**src/rtl/seven_segment_scan_controller_pkg.sv**
```systemverilog
// Shared constants for the four-digit seven-segment scan controller:
// segment glyphs (bit6=a .. bit0=g, active-high), scan state encoding,
// and the leading-zero suppression helper.
package seven_segment_scan_controller_pkg;

   localparam int CNT_W = 16;

   localparam logic [6:0] SEG_0     = 7'b1111110;
   localparam logic [6:0] SEG_1     = 7'b0110000;
   localparam logic [6:0] SEG_2     = 7'b1101101;
   localparam logic [6:0] SEG_3     = 7'b1111001;
   localparam logic [6:0] SEG_4     = 7'b0110011;
   localparam logic [6:0] SEG_5     = 7'b1011011;
   localparam logic [6:0] SEG_6     = 7'b1011111;
   localparam logic [6:0] SEG_7     = 7'b1110000;
   localparam logic [6:0] SEG_8     = 7'b1111111;
   localparam logic [6:0] SEG_9     = 7'b1111011;
   localparam logic [6:0] SEG_BLANK = 7'b0000000;

   typedef enum logic {
      ST_BLANK = 1'b0,
      ST_DRIVE = 1'b1
   } scan_state_e;

   // Marks digits that are zero and sit above the first non-zero digit,
   // scanning from the thousands digit down. The ones digit is never marked.
   function automatic logic [3:0] lead_zero_mask(input logic [15:0] value,
                                                 input logic        enable);
      logic [3:0] mask;
      mask    = 4'b0000;
      mask[3] = enable && (value[15:12] == 4'd0);
      mask[2] = mask[3] && (value[11:8] == 4'd0);
      mask[1] = mask[2] && (value[7:4] == 4'd0);
      return mask;
   endfunction

endpackage

```
**src/rtl/seven_segment_scan_controller_bcd_digit_decoder.sv**
```systemverilog
// Combinational BCD nibble to seven-segment glyph decoder.
// Non-decimal nibbles (A..F) produce a dark digit.
module bcd_digit_decoder
   import seven_segment_scan_controller_pkg::*;
(
   input  logic [3:0] nibble,
   output logic [6:0] pattern
);

   // Glyph lookup
   always_comb begin
      pattern = SEG_BLANK;
      case (nibble)
         4'd0:    pattern = SEG_0;
         4'd1:    pattern = SEG_1;
         4'd2:    pattern = SEG_2;
         4'd3:    pattern = SEG_3;
         4'd4:    pattern = SEG_4;
         4'd5:    pattern = SEG_5;
         4'd6:    pattern = SEG_6;
         4'd7:    pattern = SEG_7;
         4'd8:    pattern = SEG_8;
         4'd9:    pattern = SEG_9;
         default: pattern = SEG_BLANK;
      endcase
   end

endmodule

```
**src/rtl/seven_segment_scan_controller.sv**
```systemverilog
// Four-digit multiplexed seven-segment scan controller.
//
//   state    | meaning
//   ---------+----------------------------------------------------------
//   ST_BLANK | slot cycles 0..BLANK_CYCLES-1, all digits and segments off
//   ST_DRIVE | remaining slot cycles, active digit driven with its glyph
//
// New values are taken through a one-deep pending register and only move
// into the display register at the end of a frame, so a frame never shows
// a mix of old and new digits. Outputs are registered from next-state
// values so that they line up with the slot counter.
// SCAN_DIVIDE must be 4..65535; BLANK_CYCLES must be 1..SCAN_DIVIDE-1.
module seven_segment_scan_controller
   import seven_segment_scan_controller_pkg::*;
#(
   parameter int unsigned SCAN_DIVIDE  = 1000,
   parameter int unsigned BLANK_CYCLES = 50
) (
   input  logic        Clock,
   input  logic        Reset_n,
   input  logic        Load,
   input  logic [15:0] Value,
   input  logic        Blank_Leading_Zeros,
   output logic        Ready,
   output logic [6:0]  Segments,
   output logic [3:0]  Digit_Enable,
   output logic        Frame_Done
);

   localparam logic [CNT_W-1:0] LAST_CNT  = CNT_W'(SCAN_DIVIDE - 1);
   localparam logic [CNT_W-1:0] BLANK_END = CNT_W'(BLANK_CYCLES - 1);

   scan_state_e      state_q, state_d;
   logic [CNT_W-1:0] cnt_q, cnt_d;
   logic [1:0]       digit_q, digit_d;
   logic [15:0]      disp_q, disp_d;
   logic [15:0]      pend_q, pend_d;
   logic             pend_vld_q, pend_vld_d;
   logic [6:0]       seg_q, seg_d;
   logic [3:0]       en_q, en_d;
   logic             frame_done_q, frame_done_d;

   logic             wrap;
   logic [3:0]       nibble_sel;
   logic [6:0]       glyph;
   logic [3:0]       sup_mask;

   assign wrap = (cnt_q == LAST_CNT);

   // Scan state: blank window at slot start, drive for the rest of the slot
   always_comb begin
      state_d = state_q;
      case (state_q)
         ST_BLANK: if (cnt_q == BLANK_END) state_d = ST_DRIVE;
         ST_DRIVE: if (wrap)               state_d = ST_BLANK;
         default:                          state_d = ST_BLANK;
      endcase
   end

   // Slot counter, digit index and the load/display handshake
   always_comb begin
      cnt_d      = wrap ? '0 : cnt_q + 1'b1;
      digit_d    = wrap ? digit_q + 2'd1 : digit_q;
      disp_d     = disp_q;
      pend_d     = pend_q;
      pend_vld_d = pend_vld_q;
      if (frame_done_q && pend_vld_q) begin
         disp_d     = pend_q;
         pend_vld_d = 1'b0;
      end else if (Load && !pend_vld_q) begin
         pend_d     = Value;
         pend_vld_d = 1'b1;
      end
   end

   assign nibble_sel = disp_d[{digit_d, 2'b00} +: 4];
   assign sup_mask   = lead_zero_mask(disp_d, Blank_Leading_Zeros);

   bcd_digit_decoder u_decoder (
      .nibble  (nibble_sel),
      .pattern (glyph)
   );

   // Next values for the registered display outputs
   always_comb begin
      seg_d        = SEG_BLANK;
      en_d         = 4'b0000;
      frame_done_d = (digit_d == 2'd3) && (cnt_d == LAST_CNT);
      if (state_d == ST_DRIVE) begin
         en_d = 4'b0001 << digit_d;
         if (!sup_mask[digit_d]) seg_d = glyph;
      end
   end

   // State and output registers; reset drops any pending value
   always_ff @(posedge Clock or negedge Reset_n) begin
      if (!Reset_n) begin
         state_q      <= ST_BLANK;
         cnt_q        <= '0;
         digit_q      <= 2'd0;
         disp_q       <= 16'h0000;
         pend_q       <= 16'h0000;
         pend_vld_q   <= 1'b0;
         seg_q        <= SEG_BLANK;
         en_q         <= 4'b0000;
         frame_done_q <= 1'b0;
      end else begin
         state_q      <= state_d;
         cnt_q        <= cnt_d;
         digit_q      <= digit_d;
         disp_q       <= disp_d;
         pend_q       <= pend_d;
         pend_vld_q   <= pend_vld_d;
         seg_q        <= seg_d;
         en_q         <= en_d;
         frame_done_q <= frame_done_d;
      end
   end

   assign Ready        = ~pend_vld_q;
   assign Segments     = seg_q;
   assign Digit_Enable = en_q;
   assign Frame_Done   = frame_done_q;

endmodule

```
**config.mk**
```make
export PLATFORM = sky130hd
export DESIGN_NAME = seven_segment_scan_controller
export DESIGN_NICKNAME = d
export VERILOG_FILES = /design/src/rtl/seven_segment_scan_controller_pkg.sv /design/src/rtl/seven_segment_scan_controller_bcd_digit_decoder.sv /design/src/rtl/seven_segment_scan_controller.sv
export SDC_FILE = /design/constraint.sdc
export NUM_CORES = 1
export LEC_CHECK = 0
export ABC_CLOCK_PERIOD_IN_PS = 4700
export BUFFER_PORTS_ARGS = -buffer_cell sky130_fd_sc_hd__buf_2
export CAP_MARGIN = 20
export CORE_MARGIN = 8
export CORE_UTILIZATION = 50
export DETAILED_ROUTE_END_ITERATION = 12
export HOLD_SLACK_MARGIN = 0.08
export MAX_ROUTING_LAYER = met4
export PLACE_DENSITY = 0.69
export SYNTH_ARGS = -nofsm -noshare
export SYNTH_HDL_FRONTEND = slang
export SYNTH_HIERARCHICAL = 1
export SYNTH_SLANG_ARGS = --single-unit
```
**constraint.sdc**
```tcl
create_clock -name Clock -period 4.7 [get_ports Clock]
set_clock_uncertainty 0.2 [all_clocks]
set_input_delay 0.235 -clock Clock [delete_from_list [all_inputs] [get_ports Clock]]
set_output_delay 0.235 -clock Clock [all_outputs]
set_load 0.03 [all_outputs]
```
# After elaboration in Yosys (flattened, before gate mapping)
# Memory sizes are Yosys's and may differ from the RTL's.
# Index checks and enable logic that the tools add are counted.
dict set report word_totals {
  wordCells 47
  ff_bits 64
  output_inout_bits 13
  mem_bits_ro 112
  memories 1
  inputBits 20
}
dict set report op_classes {
  n_shift 2
  eq_ne 4
  addsub 2
  reduce_logical 12
  bitwise 3
  muxes 13
  n_lt_le_gt_ge 1
}
# name depth width read_ports rd_clocked_by_memory_dff write_ports line
set mem_list {}
lappend mem_list {{(name not given)} 16 7 1 0 0 seven_segment_scan_controller_bcd_digit_decoder.sv:13} ;# case (nibble)
# cell n
set op_table {}
lappend op_table {{16-bit by 10-bit == test with 1-bit output, second input constant} 2}
lappend op_table {{16-bit 2-to-1 mux} 2}
lappend op_table {{16-bit by 1-bit adder with 16-bit output, second input constant} 1}
lappend op_table {{16-bit by 6-bit == test with 1-bit output, second input constant} 1}
lappend op_table {{16-bit by 5-bit indexed part select with 4-bit output} 1}
lappend op_table {{7-bit 2-to-1 mux} 2}
lappend op_table {{4-bit logical NOT} 3}
lappend op_table {{1-bit logical AND} 6}
lappend op_table {{1-bit 2-to-1 mux} 5}
lappend op_table {{4-bit 2-to-1 mux} 1}
lappend op_table {{1-bit by 2-bit left shift with 4-bit output, first input constant} 1}
lappend op_table {{2-bit by 3-bit < comparator with 1-bit output, second input constant} 1}
lappend op_table {{1-bit NOT} 3}
lappend op_table {{2-bit by 1-bit adder with 2-bit output, second input constant} 1}
lappend op_table {{1-bit binary-select mux with 2-bit select} 1}
lappend op_table {{2-bit == test, second input constant} 1}
lappend op_table {{2-bit 2-to-1 mux} 1}
lappend op_table {{1-bit case mux with 2 select lines} 1}
lappend op_table {{2-bit AND reduction} 1}
lappend op_table {{2-bit nonzero test} 1}
lappend op_table {{1-bit logical NOT} 1}

# Logic depth before layout (Yosys ltp)
# Gate-level depths: netlist (run 1).
dict set report depth {
  ltp_word 10
  depth_mapped 16
  depth_no_buf 13
}

# Cells and area by module
# Netlist (run 1), hierarchy kept.
# mod seq_area_each_um2 area_per_inst_um2 cells_each instances
set by_module_without_submodules {}
lappend by_module_without_submodules {seven_segment_scan_controller 1601.5 3154.3 285 1}
lappend by_module_without_submodules {bcd_digit_decoder 0.0 220.2 28 1}

# Worst setup path before layout (run 1)
# No wires, ideal clock.
dict set report synth_timing {
  kind {reg2reg}
  startpoint {reg cnt_q[3]}
  endpoint {reg seg_q[4] (netlist: Segments[4])}
  n_path_buf 2
  synth_period_minus_slack_ps 3150
  path_slack_ps 1550
  stages_incl_launch_ff 14
  arrival_ps 2809
  path_cell_list {dfrtp_1 > or4_4 > or4_4 > buf_6 > buf_6 > nand2_1 > a32oi_1 > or2_1 > inv_1 > ha_1 > inv_1 > o31a_1 > nand2_1 > a21oi_1}
}
dict set report synth_between {
  elab_chain_cells 6
  elab_cells_between_ends 12
  cone_classes {2 x eq/ne; 1 x shift; 8 x mux; 1 x memory}
}
# element line
set synth_rtl {}
lappend synth_rtl {{start: declaration} seven_segment_scan_controller.sv:34} ;# logic [CNT_W-1:0] cnt_q, cnt_d;
lappend synth_rtl {{start signal: assignment} seven_segment_scan_controller.sv:109} ;# cnt_q <= cnt_d;
lappend synth_rtl {{16-bit by 10-bit == test with 1-bit output} seven_segment_scan_controller.sv:48} ;# assign wrap = (cnt_q == LAST_CNT);
lappend synth_rtl {{2-bit 2-to-1 mux} seven_segment_scan_controller.sv:63} ;# digit_d = wrap ? digit_q + 2'd1 : digit_q;
lappend synth_rtl {{16-bit by 5-bit indexed part select with 4-bit output} seven_segment_scan_controller.sv:76} ;# assign nibble_sel = disp_d[{digit_d, 2'b00} +: 4];
lappend synth_rtl {{net nibble_sel[0]} seven_segment_scan_controller.sv:44} ;# logic [3:0] nibble_sel;
lappend synth_rtl {{memory 16 x 7 bit} -}
lappend synth_rtl {{net glyph[4]} seven_segment_scan_controller.sv:45} ;# logic [6:0] glyph;
lappend synth_rtl {{7-bit 2-to-1 mux} seven_segment_scan_controller.sv:91} ;# if (!sup_mask[digit_d]) seg_d = glyph;
lappend synth_rtl {{7-bit 2-to-1 mux} seven_segment_scan_controller.sv:89} ;# if (state_d == ST_DRIVE) begin
lappend synth_rtl {{net seg_d[4]} seven_segment_scan_controller.sv:39} ;# logic [6:0] seg_q, seg_d;
lappend synth_rtl {{end signal: assignment} seven_segment_scan_controller.sv:114} ;# seg_q <= seg_d;
lappend synth_rtl {{end: declaration} seven_segment_scan_controller.sv:39}
# The timed path passes the listed nets, and every way through them passes these cells. The select of a mux whose other input is x is not followed.
# A chain may end at the register's enable or synchronous reset.

# Worst setup path after layout (run 1)
dict set report layout_timing {
  startpoint {reg cnt_q[3]}
  endpoint {reg seg_q[3] (netlist: Segments[3])}
}
# Same word-level chain as after synthesis.

==> results of run 1 <==
through the flow:
| stage | power (mW) | hold slack [ns] | instances | area (µm²) |
|---|---|---|---|---|
| 2_1_floorplan | 0.581 | -0.261 | 313 | 3370 |
| 3_3_place_gp | 0.602 | 0.248 | 406 | 3540 |
| 3_5_place_dp | 0.603 | 0.255 | 406 | 3540 |
| 4_1_cts | 1.16 | 0.149 | 439 | 3940 |
| 5_1_grt | 1.19 | 0.181 | 439 | 3940 |
| 6_report | 1.15 | 0.150 | 439 | 3940 |
state kept, by name, indices dropped and copies added, names as in the netlist:
register and count:
cnt_q 16, disp_q 16, pend_q 16, Segments 7
Digit_Enable 4, digit_q 2, Frame_Done 1, pend_vld_q 1
state_q 1
how the worst max path moves through the flow:
| stage | slack (ns) | cells past startpoint | start | end |
|---|---|---|---|---|
| CTS | 1.30 | 12 | cnt_q[3] | Segments[3] |
| global placement | 1.40 | 12 | cnt_q[3] | Segments[3] |
| floorplan | 1.55 | 13 | cnt_q[3] | Segments[4] |
| global route | 1.05 | 12 | Frame_Done | Segments[6] |
| detailed placement | 1.32 | 12 | cnt_q[3] | Segments[3] |
| finish | 1.28 | 12 | cnt_q[3] | Segments[3] |
cell usage after synthesis, types with 2 or more instances:
master / number / area, µm²
o21ai_0: 7 / 35.0
buf_1: 2 / 7.51
or4_4: 2 / 22.5
buf_6: 5 / 56.3
xor2_1: 6 / 52.6
ha_1: 8 / 100
a31oi_1: 4 / 25.0
nor4_1: 8 / 50.1
nand4_1: 8 / 50.1
and2_1: 3 / 18.8
nand2_1: 24 / 90.1
inv_1: 10 / 37.5
dfrtp_1: 64 / 1600
nand4b_1: 3 / 26.3
a32oi_1: 3 / 26.3
clkbuf_1: 14 / 52.6
o21ai_1: 2 / 10.0
mux2i_1: 4 / 40.0
mux2_2: 18 / 203
nor3_1: 8 / 40.0
mux4_2: 3 / 67.6
a21oi_1: 12 / 60.1
xnor2_1: 10 / 87.6
mux2_1: 15 / 169
or3_1: 3 / 18.8
or2_1: 3 / 18.8
nor2_1: 11 / 41.3
nand3_1: 17 / 85.1
and3_1: 5 / 31.3
o22ai_1: 6 / 37.5
cells by family (layout without fill, tap and decap cells):
logic type               after synthesis  in the layout
AO/OA/AOI/OAI                         47             47
adder cells (fa/ha/maj)                9              9
flip-flops                            64             64
multiplexers                          40             40
buffers and inverters                 34             80
XOR/XNOR                              16             16
AND/OR/NAND/NOR                      103            103
layout make-up:
type                            count  area [µm²]  area share (%)
Inverter                           12        45.0            1.14
Clock inverter                      6        91.3            2.32
Timing Repair Buffer               52         353            8.97
Multi-Input combinational cell    215        1610            40.8
Sequential cell                    64        1600            40.7
Tap cell                           80         100            2.54
Clock buffer                       10         138            3.50
metal layers:
metal / vias to the layer above / global-route usage (%) / wire length (µm)
met3: 11 / 4.20 / 346
met5: - / - / 0
met1: 1240 / 19.2 / 3190
li1: 1211 / - / -
met2: 52 / 24.8 / 3340
met4: 0 / 8.85 / 113
power by group:
part	leakage, nW	internal (mW)	switching, mW
clock	0.105	0.314	0.232
sequential	0.863	0.557	0.00584
combinational	0.914	0.0220	0.0170
layout by cell type (no fill, tap or decap), types with 6 or more instances in the layout:
cell           instances
nor4_1                 8
dlygate4sd3_1         17
nand2_1               24
buf_2                 32
o21ai_0                7
o22ai_1                6
xnor2_1               10
mux2_2                18
a21oi_1               12
nor3_1                 8
nor2_1                11
nand3_1               17
ha_1                   8
nand4_1                8
clkbuf_8              10
xor2_1                 6
mux2_1                15
dfrtp_1               64
inv_1                 10
worst register-to-register path: cells and delay by family (launching register included):
| family | cells | cell delay (ns) |
|---|---|---|
| AO/OA/AOI/OAI | 5 | 0.60 |
| adder cells (fa/ha/maj) | 1 | 0.15 |
| buffers and inverters | 1 | 0.13 |
| flip-flops | 1 | 0.45 |
| AND/OR/NAND/NOR | 5 | 1.74 |
==> flow_summary.ini, run 1 <==
[outcome]
status = finished clean

[place]
hpwl_um = 4710
port_buffers = 32
gp_congestion = 0.894
place_ws_ns = 1.32

[power_and_ir_drop]
p_leak_nw = 1.88
p_per_area_nw_per_um2 = 292
vdd_ir_drop_max_v = 0.000195

[cts]
cts_tree = done
path_clk_slew_ns = 0.07
cts_resized = 0
cts_hold_buffers = 17
cts-root-buf = clkbuf_8
cts_setup_buffers = 0
clock_latency_ns = 0.36
cts_sinks = 64
cts_buffers = 9
htreeDepth = 3
clockBufferDepth = 2

[logic_synthesis]
syn_inst = 313
synth_warnings = 6
synth_seq_cells = 64
synth_nets = 341
synthFlopType = dfrtp_1
synth_mux_area_share_pct = 14.2
synth_cell_type_count = 55
syn-cell-area_um2 = 3370
synth_simple_gate_area_share_pct = 16.9
synth.avg_cell_area_um2 = 10.8
synth_top_family_by_area = simple AND/OR/NAND/NOR gates
synth-edff-count = 0
synthArstFlopShare_pct = 100
yosysSeqAreaShare_pct = 47.5
synthXorXnorAreaFrac_pct = 4.15
synth_fa_ha_area_share_pct = 3.30
synth-compound-area-share_pct = 9.05

[global_route]
grt_pass1_vias = 2527
track_usage_pct = 16.2
overflow = 0
grt_pass1_wl_um = 12300
grt_max_degree = 65
antenna_found_initial = 0

[worst_hold_path]
whs_path_depth = 3
min_from = Load
min_to = pend_vld_q
hp-class = input pin to register

[detailed_routing]
drt_wl_total_um = 6990
via_per_inst = 5.73
drt_pass1_iterations = 4
dr_total_vias = 2514
drc = 0
first_iter_violations = 131
ant_nets = 0
wl_per_cell_um = 15.9

[worst_setup_path]
cp_max_fo = 16
crit_chain = or4_4 -> or4_4 -> a31oi_1 -> a32oi_1 -> or2_1 -> inv_2 -> ha_1 -> nor2_1 -> a21oi_1 -> o22ai_1 -> nand2_1 -> a21oi_1
r2r_slack_ns = 1.28
max_stage_delay_ns = 0.65
path_buf_inv = 1
cp.required_ns = 4.71
crit_path_end_kind = register
worstPathArrival_ns = 3.43
crit_path_start_kind = register
worstSetupPathType = register to register
rr_startpoint = cnt_q[3]
ff2ff_path_depth = 12
critPathTopFamily = simple AND/OR/NAND/NOR gates
r2r-end = Segments[3]
cp_slowest_cell = or4_4

[sta]
slew_headroom_pct = 33.3
slew_viol_final = 0
finalHoldViolations = 0
rsz0062_at_grt = false
setup_viol = 0
tightest_slew_ns = 0.997
timing.final.crit_period_ns = 3.42
fin_ws_ns = 1.28
finalSetupTns_ns = 0
timing.final.crit_share_pct = 72.7
max_freq_mhz = 293

[layout]
fin_util_pct = 59.2
diodes = 0
finalNetCount = 382
fill_cells = 535
syn_to_final_growth_pct = 16.6
drive_gt1_share_pct = 23.1

[floorplanning]
start_util_pct = 50.8
die_h_um = 98.2
core-area_um2 = 6640
die-area_um2 = 9630
dieWidth_um = 98.2
fp-row-count = 30
io_pins = 33

[flow_run]
cap_viol_max_count = 0
No activity file was read; power rests on OpenSTA's default activity.
==> run 2: changes to the inputs <==
--- a/config.mk
+++ b/config.mk
@@ -5,7 +5,7 @@
 export SDC_FILE = /design/constraint.sdc
 export NUM_CORES = 1
 export LEC_CHECK = 0
-export ABC_CLOCK_PERIOD_IN_PS = 4700
+export ABC_CLOCK_PERIOD_IN_PS = 2800
 export BUFFER_PORTS_ARGS = -buffer_cell sky130_fd_sc_hd__buf_2
 export CAP_MARGIN = 20
 export CORE_MARGIN = 8
@@ -13,7 +13,7 @@
 export DETAILED_ROUTE_END_ITERATION = 12
 export HOLD_SLACK_MARGIN = 0.08
 export MAX_ROUTING_LAYER = met4
-export PLACE_DENSITY = 0.69
+export PLACE_DENSITY = 0.72
 export SYNTH_ARGS = -nofsm -noshare
 export SYNTH_HDL_FRONTEND = slang
 export SYNTH_HIERARCHICAL = 1
==> constraint.sdc (replaced) <==
create_clock -name Clock -period 2.8 [get_ports Clock]
set_clock_uncertainty 0.2 [all_clocks]
set_input_delay 0.14 -clock Clock [delete_from_list [all_inputs] [get_ports Clock]]
set_output_delay 0.14 -clock Clock [all_outputs]
set_load 0.03 [all_outputs]
==> run 2 against run 1 <==
  * The flow now finishes with violations (negative setup slack)
  * Critical path depth up 2
  * Utilization rose by 7.9 points
  * First-iteration DRC count shrank 14%
  * Combinational power up 81%
  * Final cell count grew 12%
  * Worst hold slack worse by 0.027 ns
  * Non-clock buffer count rose by 50
  * Worst setup slack lost 1.6 ns
  * Wire length increased by 17%
  * Via count up 11%
  * Register-to-register slack lost 1.6 ns
  * Final area is 13% higher
  * Largest cell class unchanged
  * Highest routed layer unchanged
==> flow_summary.ini, run 2 (same netlist as run 1, synthesis figures left out) <==
[layout]
diodes = 0
stdcell_count = 490
finalNetCount = 433
fill_cells = 497
final_common_cell = dfrtp_1
reg_top3 = cnt_q (16), disp_q (16), pend_q (16)
most-common-layout-cells = 64 x dfrtp_1, 48 x buf_4, 32 x buf_2
syn_to_final_growth_pct = 32.3
drive_gt1_share_pct = 39.3

[cts]
cts_sinks = 64
path_clk_slew_ns = 0.08
clockBufferDepth = 2
cts-root-buf = clkbuf_8
clock_latency_ns = 0.35
cts_tree = done
htreeDepth = 3
cts_buffers = 9

[worst_setup_path]
ff2ff_path_depth = 14
cp_max_fo = 6
crit_path_end_kind = register
crit_path_start_kind = register
critPathTopFamily = simple AND/OR/NAND/NOR gates
cp_slowest_cell = or4_4
worstSetupPathType = register to register
max_stage_delay_ns = 0.57
rr_startpoint = cnt_q[3]
crit_chain = or4_4 -> buf_6 -> nor4_4 -> buf_4 -> nand3_1 -> a21oi_2 -> or2_4 -> inv_6 -> ha_4 -> nor2_4 -> a21oi_2 -> o22ai_1 -> nand2_1 -> a21oi_2
cp.required_ns = 2.88
r2r-end = Segments[6]
critPathMostFrequentCell = a21oi_2
path_buf_inv = 3
worstPathArrival_ns = 3.18
r2r_slack_ns = -0.30

[place]
hpwl_um = 5410
gp_congestion = 0.918
place_ws_ns = -0.247
port_buffers = 32
dp_cells = 451

[detailed_routing]
ant_nets = 0
drt_wl_total_um = 8150
drc = 0
dr_total_vias = 2783
wl_per_cell_um = 16.6
first_iter_violations = 113
drt_pass1_iterations = 4
via_per_inst = 5.68

[power_and_ir_drop]
vdd_ir_drop_max_v = 0.000487
p_per_area_nw_per_um2 = 392
p_leak_nw = 2.14

[sta]
timing.final.crit_share_pct = 111
finalSetupTns_ns = -1.81
fin_ws_ns = -0.300
rsz0062_at_grt = true
slew_headroom_pct = 70.7
max_freq_mhz = 323
timing.final.crit_period_ns = 3.10
setup_viol = 7
finalHoldViolations = 0
tightest_slew_ns = 0.429
slew_viol_final = 0

[global_route]
overflow = 0
grt_pass1_wl_um = 13400
track_usage_pct = 17.8
antenna_found_initial = 0
grt_max_degree = 33
grt_pass1_vias = 2888

[floorplanning]
dieWidth_um = 98.2
die-area_um2 = 9630
io_pins = 33
core-area_um2 = 6640
start_util_pct = 50.8
die_h_um = 98.2
fp-row-count = 30

[outcome]
violations = negative setup slack
status = finished, violations left

[flow_run]
cap_viol_max_count = 0

[worst_hold_path]
hp-class = input pin to asynchronous set/reset pin
run 2: how the worst max path moves through the flow:
stage	startpoint	to	slack, ns	cells past startpoint
2_1_floorplan	cnt_q[11]	Segments[4]	-0.24	13
3_3_place_gp	cnt_q[15]	Segments[3]	-0.18	13
3_5_place_dp	cnt_q[15]	Segments[3]	-0.25	13
4_1_cts	cnt_q[15]	Segments[4]	-0.24	12
5_1_grt	cnt_q[3]	Segments[6]	-0.40	14
6_report	cnt_q[3]	Segments[6]	-0.30	14
run 2: metal layers:
metal / part of all wire [%] / vias to the layer above / track usage [%] / wire (µm)
met5: 0 / - / - / 0
li1: - / 1320 / - / -
met4: 2.2 / 0 / 6.73 / 182
met3: 4.7 / 19 / 5.69 / 383
met1: 43 / 1383 / 19.9 / 3480
met2: 50 / 61 / 29.3 / 4100
run 2: cell type report:
cell class,count,area (µm²),area share (%)
multi-input cells,216,1780,39.9
flip-flops and latches,64,1600,35.9
repair buffers,102,746,16.7
clock buffers,10,138,3.08
well taps,80,100,2.24
inverters,12,52.6,1.18
clock inverters,6,43.8,0.981
run 2: through the flow:
stage / hold slack, ns / total power, mW / utilization, % / area (µm²)
3_5_place_dp: -0.183 / 1.01 / 59.0 / 3920
3_3_place_gp: -0.180 / 1.01 / 59.0 / 3920
6_report: 0.123 / 1.75 / 67.2 / 4460
2_1_floorplan: -0.356 / 0.975 / - / 3410
4_1_cts: 0.131 / 1.76 / 65.0 / 4320
5_1_grt: 0.142 / 1.81 / 67.2 / 4460
run 2: where the power goes:
| group | leakage (nW) | total [mW] | internal (mW) | switching, mW |
|---|---|---|---|---|
| logic | 1.20 | 0.0707 | 0.0400 | 0.0307 |
| clock network | 0.0809 | 0.733 | 0.346 | 0.387 |
| registers | 0.863 | 0.945 | 0.936 | 0.00970 |
run 2: repair_timing:
| item | 4_1_cts | 5_1_grt |
|---|---|---|
| endpoints found under the hold margin | 80 | 0 |
| gates cloned | 1 | 0 |
| resized for setup | 7 | 24 |
| hold buffers | 18 | 0 |
| setup buffers | 0 | 4 |
| endpoints found under the setup margin | 7 | 7 |
| pin swaps | 3 | 9 |
run 2: worst min-delay path, cell delays in order:
cell,delay [ns]
dlygate4sd3_1,0.52
buf_2,0.12
buf_4,0.29
==> run 3: changes to the inputs <==
--- a/config.mk
+++ b/config.mk
@@ -9,12 +9,10 @@
 export BUFFER_PORTS_ARGS = -buffer_cell sky130_fd_sc_hd__buf_2
 export CAP_MARGIN = 20
 export CORE_MARGIN = 8
-export CORE_UTILIZATION = 50
+export CORE_UTILIZATION = 30
 export DETAILED_ROUTE_END_ITERATION = 12
 export HOLD_SLACK_MARGIN = 0.08
 export MAX_ROUTING_LAYER = met4
-export PLACE_DENSITY = 0.72
 export SYNTH_ARGS = -nofsm -noshare
 export SYNTH_HDL_FRONTEND = slang
-export SYNTH_HIERARCHICAL = 1
 export SYNTH_SLANG_ARGS = --single-unit
==> run 3 against run 2 <==
  * The run still ends with negative setup slack left
  * Combinational power down 13%
  * Largest power group unchanged
  * Register-to-register slack better by 0.06 ns
  * Final cell count is 6.5% higher
  * Critical endpoint is now Segments[3]
==> flow_summary.ini, run 3 <==
[outcome]
status = finished, violations left
violations = negative setup slack

[floorplanning]
io_pins = 33
die-area_um2 = 14000
die_h_um = 118
start_util_pct = 30.6
dieWidth_um = 118
fp-row-count = 37
core-area_um2 = 10200

[logic_synthesis]
synth_nets = 296
synthArstFlopShare_pct = 100
ys_top_cells_by_count = 64 x dfrtp_1, 25 x mux2_2, 17 x nor2_1, 15 x inv_1, 12 x nand2_1
yosysSeqAreaShare_pct = 51.1
ys_top_cells_by_area = dfrtp_1 51%, mux2_2 9.0%, mux2i_1 2.9%
syn_inst = 269
synth-edff-count = 0
synth.avg_cell_area_um2 = 11.6
syn-cell-area_um2 = 3130
synth_most_common_cell = dfrtp_1
synthFlopType = dfrtp_1
synth_seq_cells = 64
synth_top_area_share_pct = 51.1
synth_cell_type_count = 51
synth_warnings = 0
synth_top_area_cell = dfrtp_1

[worst_setup_path]
path_depth = 9
worstSetupPathType = register to register
ff2ff_path_depth = 9
r2r-end = Segments[3]
max_stage_delay_ns = 0.55
worstPathArrival_ns = 3.11
critPathLaunch = cnt_q[10]
r2r_slack_ns = -0.24
critPathTopFamily = simple AND/OR/NAND/NOR gates
path_buf_inv = 1
crit_chain = or4b_4 -> or4_4 -> o21bai_4 -> a22o_1 -> nand2_2 -> buf_6 -> ha_4 -> or3_1 -> a21oi_2
crit_path_start_kind = register
cp.required_ns = 2.87
cp_max_fo = 4
rr_startpoint = cnt_q[10]
cp_slowest_cell = or4_4
crit_path_end_kind = register

[layout]
diodes = 0
fin_util_pct = 43.7
drive_gt1_share_pct = 43.8
final_common_cell = dfrtp_1
reg_top3 = cnt_q (16), disp_q (16), pend_q (16)
multi_input_area_um2 = 1600
register_area_um2 = 1600
finalNetCount = 409
most-common-layout-cells = 64 x dfrtp_1, 55 x buf_4, 32 x buf_2
fill_cells = 955
syn_to_final_growth_pct = 42.8

[worst_hold_path]
min_to = pend_vld_q
min_from = Load
hp-class = input pin to register
whs_path_depth = 4

[power_and_ir_drop]
p_per_area_nw_per_um2 = 413
vdd_ir_drop_max_v = 0.000208
p_leak_nw = 2.25

[place]
hpwl_um = 5250
place_ws_ns = -0.278
port_buffers = 32
gp_congestion = 0.811

[detailed_routing]
drt_wl_total_um = 7410
ant_nets = 0
dr_total_vias = 2456
drc = 0
wl_per_cell_um = 14.2
first_iter_violations = 93
via_per_inst = 4.70
drt_pass1_iterations = 4

[global_route]
grt_pass1_wl_um = 12500
use_met1_pct = 13.8
grt_max_degree = 65
antenna_found_initial = 0
overflow = 0
track_usage_pct = 11.3
grtUsageMet2_pct = 17.3
grt_pass1_vias = 2550
met3_usage_pct = 3.38
grt.busiest_layer = met2

[cts]
htreeDepth = 3
path_clk_slew_ns = 0.07
cts_sinks = 64
cts-root-buf = clkbuf_8
cts_buffers = 9
cts_tree = done
clockBufferDepth = 2
clock_latency_ns = 0.34

[sta]
max_freq_mhz = 329
fin_ws_ns = -0.239
rsz0062_at_grt = true
setup_viol = 7
finalHoldViolations = 0
timing.final.crit_share_pct = 109
tightest_slew_ns = 0.789
slew_viol_final = 0
timing.final.crit_period_ns = 3.04
slew_headroom_pct = 47.4

[flow_run]
cap_viol_max_count = 0
run 3: worst max path at each step:
| stage | end | slack, ns |
|---|---|---|
| after floorplan | Segments[3] | -0.31 |
| after global placement | Segments[3] | -0.21 |
| after detailed placement | Segments[0] | -0.28 |
| after CTS | Segments[0] | -0.26 |
| after global routing | Segments[6] | -0.41 |
| final | Segments[3] | -0.24 |
run 3: cell type report:
type | count | share of cell area, %
Clock inverter | 4 | 1.57
Clock buffer | 11 | 2.94
Inverter | 17 | 1.48
Sequential cell | 64 | 35.8
Timing Repair Buffer | 111 | 18.7
Tap cell | 136 | 3.80
Multi-Input combinational cell | 179 | 35.7
run 3: worst register-to-register path: stages (launching register included):
cell and delay, ns:
dfrtp_1 0.40, or4b_4 0.53, or4_4 0.55, o21bai_4 0.18, a22o_1 0.19, nand2_2 0.11, buf_6 0.11, ha_4 0.20
or3_1 0.36, a21oi_2 0.12
run 3: cells by family (layout without fill, tap and decap cells):
kind of cell	count (synthesis)	count (layout)	share of synthesized area (%)
XOR/XNOR	14	14	3.91
flip-flops	64	64	51.1
buffers and inverters	26	143	3.31
adder cells (fa/ha/maj)	8	8	3.11
multiplexers	39	39	15.3
AO/OA/AOI/OAI	33	33	7.51
AND/OR/NAND/NOR	85	85	15.7
run 3: metrics by stage:
step	instances	setup TNS (ns)	total power, mW	hold WS (ns)	cell area, µm²
2_1_floorplan	269	-1.04	0.971	-0.356	3160
3_3_place_gp	478	-1.02	1.01	0.159	3840
3_5_place_dp	478	-1.50	1.01	0.166	3840
4_1_cts	515	-1.54	1.88	0.198	4330
5_1_grt	522	-2.31	1.91	0.243	4470
6_report	522	-1.21	1.85	0.214	4470
run 3: metal layers:
| metal | vias to the layer above | share of wire, % |
|---|---|---|
| met3 | 12 | 4.1 |
| li1 | 1200 | - |
| met5 | - | 0 |
| met2 | 41 | 48 |
| met1 | 1203 | 47 |
| met4 | 0 | 1.6 |
run 3: timing repair:
action | CTS | global route
hold buffers | 17 | 0
pin swaps | 13 | 10
hold endpoints to repair | 80 | 0
gates resized for setup | 21 | 20
setup buffers | 5 | 7
endpoints found under the setup margin | 8 | 8
run 3: report_power, final:
| group | leakage, nW | switching, mW | internal [mW] | total (mW) |
|---|---|---|---|---|
| registers | 0.863 | 0.00824 | 0.936 | 0.944 |
| logic | 1.29 | 0.0264 | 0.0351 | 0.0616 |
| clock network | 0.103 | 0.348 | 0.494 | 0.842 |
| total | 2.25 | 0.382 | 1.47 | 1.85 |
